--- config.mk ---
export PLATFORM = sky130hd
export DESIGN_NAME = lane_deskew_n
export DESIGN_NICKNAME = d
export VERILOG_FILES = /design/src/rtl/lane_deskew_n.sv
export SDC_FILE = /design/constraint.sdc
export NUM_CORES = 1
export LEC_CHECK = 0
export ABC_AREA = 1
export CORE_MARGIN = 2
export CORE_UTILIZATION = 40
export CTS_CLUSTER_DIAMETER = 150
export DETAILED_ROUTE_END_ITERATION = 6
export GPL_TIMING_DRIVEN = 0
export REMOVE_ABC_BUFFERS = 1
export SETUP_SLACK_MARGIN = 0.15
export SLEW_MARGIN = 30
export SYNTH_ARGS = -nofsm -noshare
export SYNTH_HDL_FRONTEND = slang
export SYNTH_SLANG_ARGS = --single-unit
export TNS_END_PERCENT = 1
--- constraint.sdc ---
create_clock -name sclk -period 3.38 [get_ports sclk]
set_input_delay 0.676 -clock sclk [delete_from_list [all_inputs] [get_ports sclk]]
set_output_delay 0.676 -clock sclk [all_outputs]
set_load 0.05 [all_outputs]
--- src/rtl/lane_deskew_n.sv ---
// N-lane CSI-2 byte-lane deskew: measures lane start skew at packet start and
// delays early lanes through per-lane tap lines so one aligned word emerges per cycle.
module lane_deskew_n #(
    parameter int LANES    = 2,
    parameter int MAX_SKEW = 3,
    parameter int SKW_W    = $clog2(MAX_SKEW + 1)
) (
    input  logic                   sclk,
    input  logic                   s_rst,
    input  logic [LANES*8-1:0]     lane_byte_data,
    input  logic [LANES-1:0]       lane_byte_vld,
    input  logic                   packet_done,
    output logic [LANES*8-1:0]     word_data,
    output logic                   word_vld,
    output logic                   skew_err,
    output logic [LANES*SKW_W-1:0] lane_tap
);

    typedef enum logic [1:0] {IDLE, CAPTURE, ALIGNED, DRAIN} state_t;

    state_t             r_state, w_next;
    logic [SKW_W-1:0]   r_cnt, w_cntInc, w_curCnt;
    logic [LANES-1:0]   r_seen, w_seenPrev, w_seenNext, w_newArr;
    logic [SKW_W-1:0]   r_arr    [LANES];
    logic [SKW_W-1:0]   r_tap    [LANES];
    logic [SKW_W-1:0]   w_arrEff [LANES];
    logic [SKW_W-1:0]   w_newTap [LANES];
    logic [SKW_W-1:0]   w_selTap [LANES];
    logic [7:0]         r_dly    [LANES][MAX_SKEW];
    logic [LANES*8-1:0] w_word;
    logic               w_enterAligned, w_timeout, w_emit;

    always_ff @(posedge sclk or posedge s_rst) begin
        if (s_rst) r_state <= IDLE;
        else       r_state <= w_next;
    end

    // In IDLE the arrival count is 0; in CAPTURE it is one past the stored count.
    always_comb begin
        w_cntInc   = r_cnt + SKW_W'(1);
        w_curCnt   = (r_state == CAPTURE) ? w_cntInc : '0;
        w_seenPrev = (r_state == CAPTURE) ? r_seen : '0;
        w_seenNext = w_seenPrev | lane_byte_vld;
        w_newArr   = lane_byte_vld & ~w_seenPrev;
        w_next         = r_state;
        w_enterAligned = 1'b0;
        w_timeout      = 1'b0;
        w_emit         = 1'b0;
        case (r_state)
            IDLE: begin
                if (&lane_byte_vld) begin
                    w_next         = ALIGNED;
                    w_enterAligned = 1'b1;
                end else if (|lane_byte_vld) begin
                    w_next = CAPTURE;
                end
            end
            CAPTURE: begin
                if (packet_done) begin
                    w_next = DRAIN;
                end else if (&w_seenNext) begin
                    w_next         = ALIGNED;
                    w_enterAligned = 1'b1;
                end else if (w_cntInc == SKW_W'(MAX_SKEW)) begin
                    w_next    = DRAIN;
                    w_timeout = 1'b1;
                end
            end
            ALIGNED: begin
                if (packet_done) w_next = DRAIN;
                else             w_emit = 1'b1;
            end
            DRAIN: begin
                if (~|lane_byte_vld) w_next = IDLE;
            end
            default: w_next = IDLE;
        endcase
        if (w_enterAligned) w_emit = 1'b1;
    end

    // The entry cycle already emits the first word, so it selects with the fresh taps.
    always_comb begin
        w_word = lane_byte_data;
        for (int i = 0; i < LANES; i++) begin
            w_arrEff[i] = w_newArr[i] ? w_curCnt : r_arr[i];
            w_newTap[i] = w_curCnt - w_arrEff[i];
            w_selTap[i] = w_enterAligned ? w_newTap[i] : r_tap[i];
            for (int k = 1; k <= MAX_SKEW; k++) begin
                if (w_selTap[i] == SKW_W'(k)) w_word[8*i +: 8] = r_dly[i][k-1];
            end
        end
    end

    always_comb begin
        lane_tap = '0;
        for (int i = 0; i < LANES; i++) lane_tap[i*SKW_W +: SKW_W] = r_tap[i];
    end

    always_ff @(posedge sclk or posedge s_rst) begin
        if (s_rst) begin
            r_cnt     <= '0;
            r_seen    <= '0;
            word_data <= '0;
            word_vld  <= 1'b0;
            skew_err  <= 1'b0;
            for (int i = 0; i < LANES; i++) begin
                r_arr[i] <= '0;
                r_tap[i] <= '0;
                for (int k = 0; k < MAX_SKEW; k++) r_dly[i][k] <= '0;
            end
        end else begin
            skew_err <= w_timeout;
            word_vld <= w_emit;
            if (w_emit) word_data <= w_word;
            for (int i = 0; i < LANES; i++) begin
                r_dly[i][0] <= lane_byte_data[8*i +: 8];
                for (int k = 1; k < MAX_SKEW; k++) r_dly[i][k] <= r_dly[i][k-1];
                if (w_enterAligned) r_tap[i] <= w_newTap[i];
            end
            if (r_state == IDLE) begin
                r_cnt  <= '0;
                r_seen <= lane_byte_vld;
                for (int i = 0; i < LANES; i++) r_arr[i] <= '0;
            end else if (r_state == CAPTURE) begin
                r_cnt  <= w_cntInc;
                r_seen <= w_seenNext;
                for (int i = 0; i < LANES; i++) begin
                    if (w_newArr[i]) r_arr[i] <= w_cntInc;
                end
            end
        end
    end

endmodule

==> results.py <==
metrics = {
    "routing": {
        "firstDrtPassIters": 4,
        "wl_per_cell_um": 12.3,
        "final_antenna_net_count": 0,
        "wl_um": 6940,
        "drc": 0,
        "dr.first_iter.drc_count": 88,
        "avgViaCountPerCell": 4.61,
        "vias": 2606,
    },
    "synthesis": {
        "synthSimpleGateAreaFrac": 0.233,
        "yosysTopAreaCell": "dfrtp_1",
        "seq_area_frac_synth": 0.567,
        "synth-compound-area-share": 0.0723,
        "mappedNetlistArea_sq_um": 3530,
        "synth_xor_area_frac": 0,
        "synthAdderAreaFrac": 0.0284,
        "synth.area.top_cells": "dfrtp_1, nand2_1, inv_1, nand3_1, o21ai_0",
        "synth_cell_type_count": 25,
        "synth_warnings": 0,
        "synth-seq-cells": 80,
        "yosysTopAreaCellShare": 0.567,
        "syn-mean-instance-area_sq_um": 8.65,
        "synth_cells": 408,
        "synth_top_family_by_area": "simple AND/OR/NAND/NOR gates",
        "synth_mux_area_frac": 0,
    },
    "layout": {
        "layout_commonest_cell": "nand2_1",
        "final_area_sq_um": 4300,
        "fillers": 841,
        "final_cell_mix": "nand2_1, dfrtp_1, inv_1",
        "layout.cells.non_filler": 565,
        "synthToLayoutAreaGrowth_pct": 21.8,
        "drive_gt1_frac": 0.0744,
        "n_antenna_cell": 0,
        "nNetsFinal": 482,
    },
    "global_routing": {
        "overflow": 0,
        "grt_usage": 0.158,
        "antenna_found_initial": 0,
        "grt_max_degree": 46,
        "grt_pass1_vias": 2641,
        "grt_pass1_wl_um": 12200,
    },
    "place": {
        "placed_cell_area_sq_um": 4060,
        "gp_congestion": 0.896,
        "hpwl_um": 4740,
        "place_inst": 550,
        "portBuffers": 42,
    },
    "timing": {
        "fin_skew_ps": 6.14,
        "slew_violations": 0,
        "relSlewSlack": 0.463,
        "min_period_ps": 2930,
        "final.period_utilization": 0.866,
        "rsz0062_at_grt": "no",
        "worst_pin_slew_ps": 804,
        "hold_viol": 0,
        "finalSetupViolCount": 0,
        "holdWs_ps": 369,
        "clock.fmax_mhz": 342,
    },
    "clock_tree": {
        "cts-htree-levels": 3,
        "cts_sinks": 80,
        "cts_root_buf": "clkbuf_8",
        "clkLatencyLatePin_ps": 340,
        "cts-buffers-inserted": 9,
        "ctsHoldBuffers": 0,
        "cts_tree": "built",
        "clockBufferDepth": 2,
        "path_clk_slew_ps": 80,
    },
    "power": {
        "power_density_nw_per_um2": 933,
        "p_leak_uw": 0.00232,
        "ir_drop_v": 0.000383,
    },
    "critical_path": {
        "max_stage_delay_ps": 630,
        "crit_chain": "clkdlybuf4s50_1 > inv_1 > nand2_2 > nand4_4 > nand2_4 > nor2_2 > inv_1 > o21ai_1 > inv_1 > nand2_1 > nand2_1",
        "required_ps": 3610,
        "crit_top_cell": "inv_1",
        "cp_data_arrival_time_ps": 3160,
        "worstSetupPathType": "input port to register",
        "slowest_stage": "nor2_2",
        "crit_path_max_fanout": 17,
        "crit_path_start_kind": "input port",
        "crit_path_end_kind": "register",
    },
    "worst_hold_path": {
        "hold_path_class": "register to register",
    },
    "floorplan": {
        "die_y_um": 97.9,
        "io_pins": 43,
        "start_util": 0.409,
        "die_area_sq_um": 9590,
        "coreArea_sq_um": 8640,
        "rows": 34,
        "die_x_um": 97.9,
    },
    "flow_run": {
        "cap_violations": 0,
    },
    "run_status": {
        "outcome": "completed",
    },
}
==> critical path: cells and delay by family <==
family / cells / cell delay (ps)
buffers and inverters: 4 / 1200
and+or+nand+nor: 6 / 1090
AOI/OAI and AO/OA: 1 / 190
==> repair_timing <==
| action | in CTS | in global routing |
|---|---|---|
| cloned | 0 | 0 |
| resized for setup | 1 | 2 |
| buffers inserted | 0 | 0 |
| setup endpoints to repair | 2 | 16 |
==> layer usage <==
| layer | share of wire | wire length (um) | track usage | vias to the layer above |
|---|---|---|---|---|
| met5 | 0 | 0 | 0 | - |
| met4 | 0.010 | 70 | 0.0577 | 0 |
| met3 | 0.026 | 183 | 0.0286 | 7 |
| met2 | 0.47 | 3290 | 0.257 | 31 |
| met1 | 0.49 | 3400 | 0.212 | 1215 |
| li1 | - | - | - | 1353 |
==> Yosys cell counts <==
library cell and number:
nand2_1 122, dfrtp_1 80, inv_1 74, nand3_1 41, o21ai_0 26, o21ai_1 16
ha_1 8, nand2_2 7, nor2_1 5, buf_2 4, inv_2 3, nand2_4 3
a21oi_1 2, buf_4 2, buf_6 2, nand3b_1 2, nand4_1 2, o22ai_1 2
a22oi_1 1, a31oi_1 1, clkbuf_1 1, nand4_4 1, nor2_2 1, o311ai_0 1
or2_2 1
==> state kept, by name, summed over array words and instances (netlist names) <==
name and count:
r_state 2, r_cnt 2, lane_tap 4, word_data 16, r_seen 2, word_vld 1
skew_err 1, r_arr 4, r_dly 48
==> power by group <==
group	internal (uW)	switching, uW
clock network	508	326
logic	597	1310
registers	1160	110
total	2260	1750
==> layout make-up <==
cell class                 instances  area [sq um]  share of cell area
sequential                        80          2000               0.466
multi-input combinational        242          1180               0.275
timing repair buffer              43           448               0.104
inverter                          77           294              0.0684
clock buffer                      12           145              0.0338
tap                              108           135              0.0314
clock inverter                     3          90.1              0.0210
==> logic make-up after synthesis <==
logic type	after synthesis
AOI/OAI and AO/OA	49
DFF	80
adders and majority gates	8
and+or+nand+nor	185
buffers and inverters	86
==> per-stage QoR <==
step	setup TNS, ps	total power [uW]	utilization	setup WS (ps)
global placement	-56390	3170	0.466	-708
floorplan	0	2640	-	652
detailed placement	0	3200	0.470	25.3
finish	0	4010	0.498	454
global route	0	4350	0.498	160
CTS	0	4050	0.497	182
==> path summary, 6_finish.rpt <==
check	end	cells after the start	start	slack, ps
worst max-delay path	word_data[15]$_DFFE_PP0P_	11	lane_byte_vld[0]	450
worst min-delay path	r_dly[2]$_DFF_PP0_	0	r_dly[10]$_DFF_PP0_	370
worst max register to register	word_data[15]$_DFFE_PP0P_	12	r_state[1]$_DFFE_PP0P_	510
worst min register to register	r_dly[2]$_DFF_PP0_	0	r_dly[10]$_DFF_PP0_	370
max in group asynchronous	r_seen[0]$_DFFE_PP0P_	3	s_rst	2170
min in group asynchronous	word_data[9]$_DFFE_PP0P_	2	s_rst	690
No activity file was read; power rests on OpenSTA's default activity.
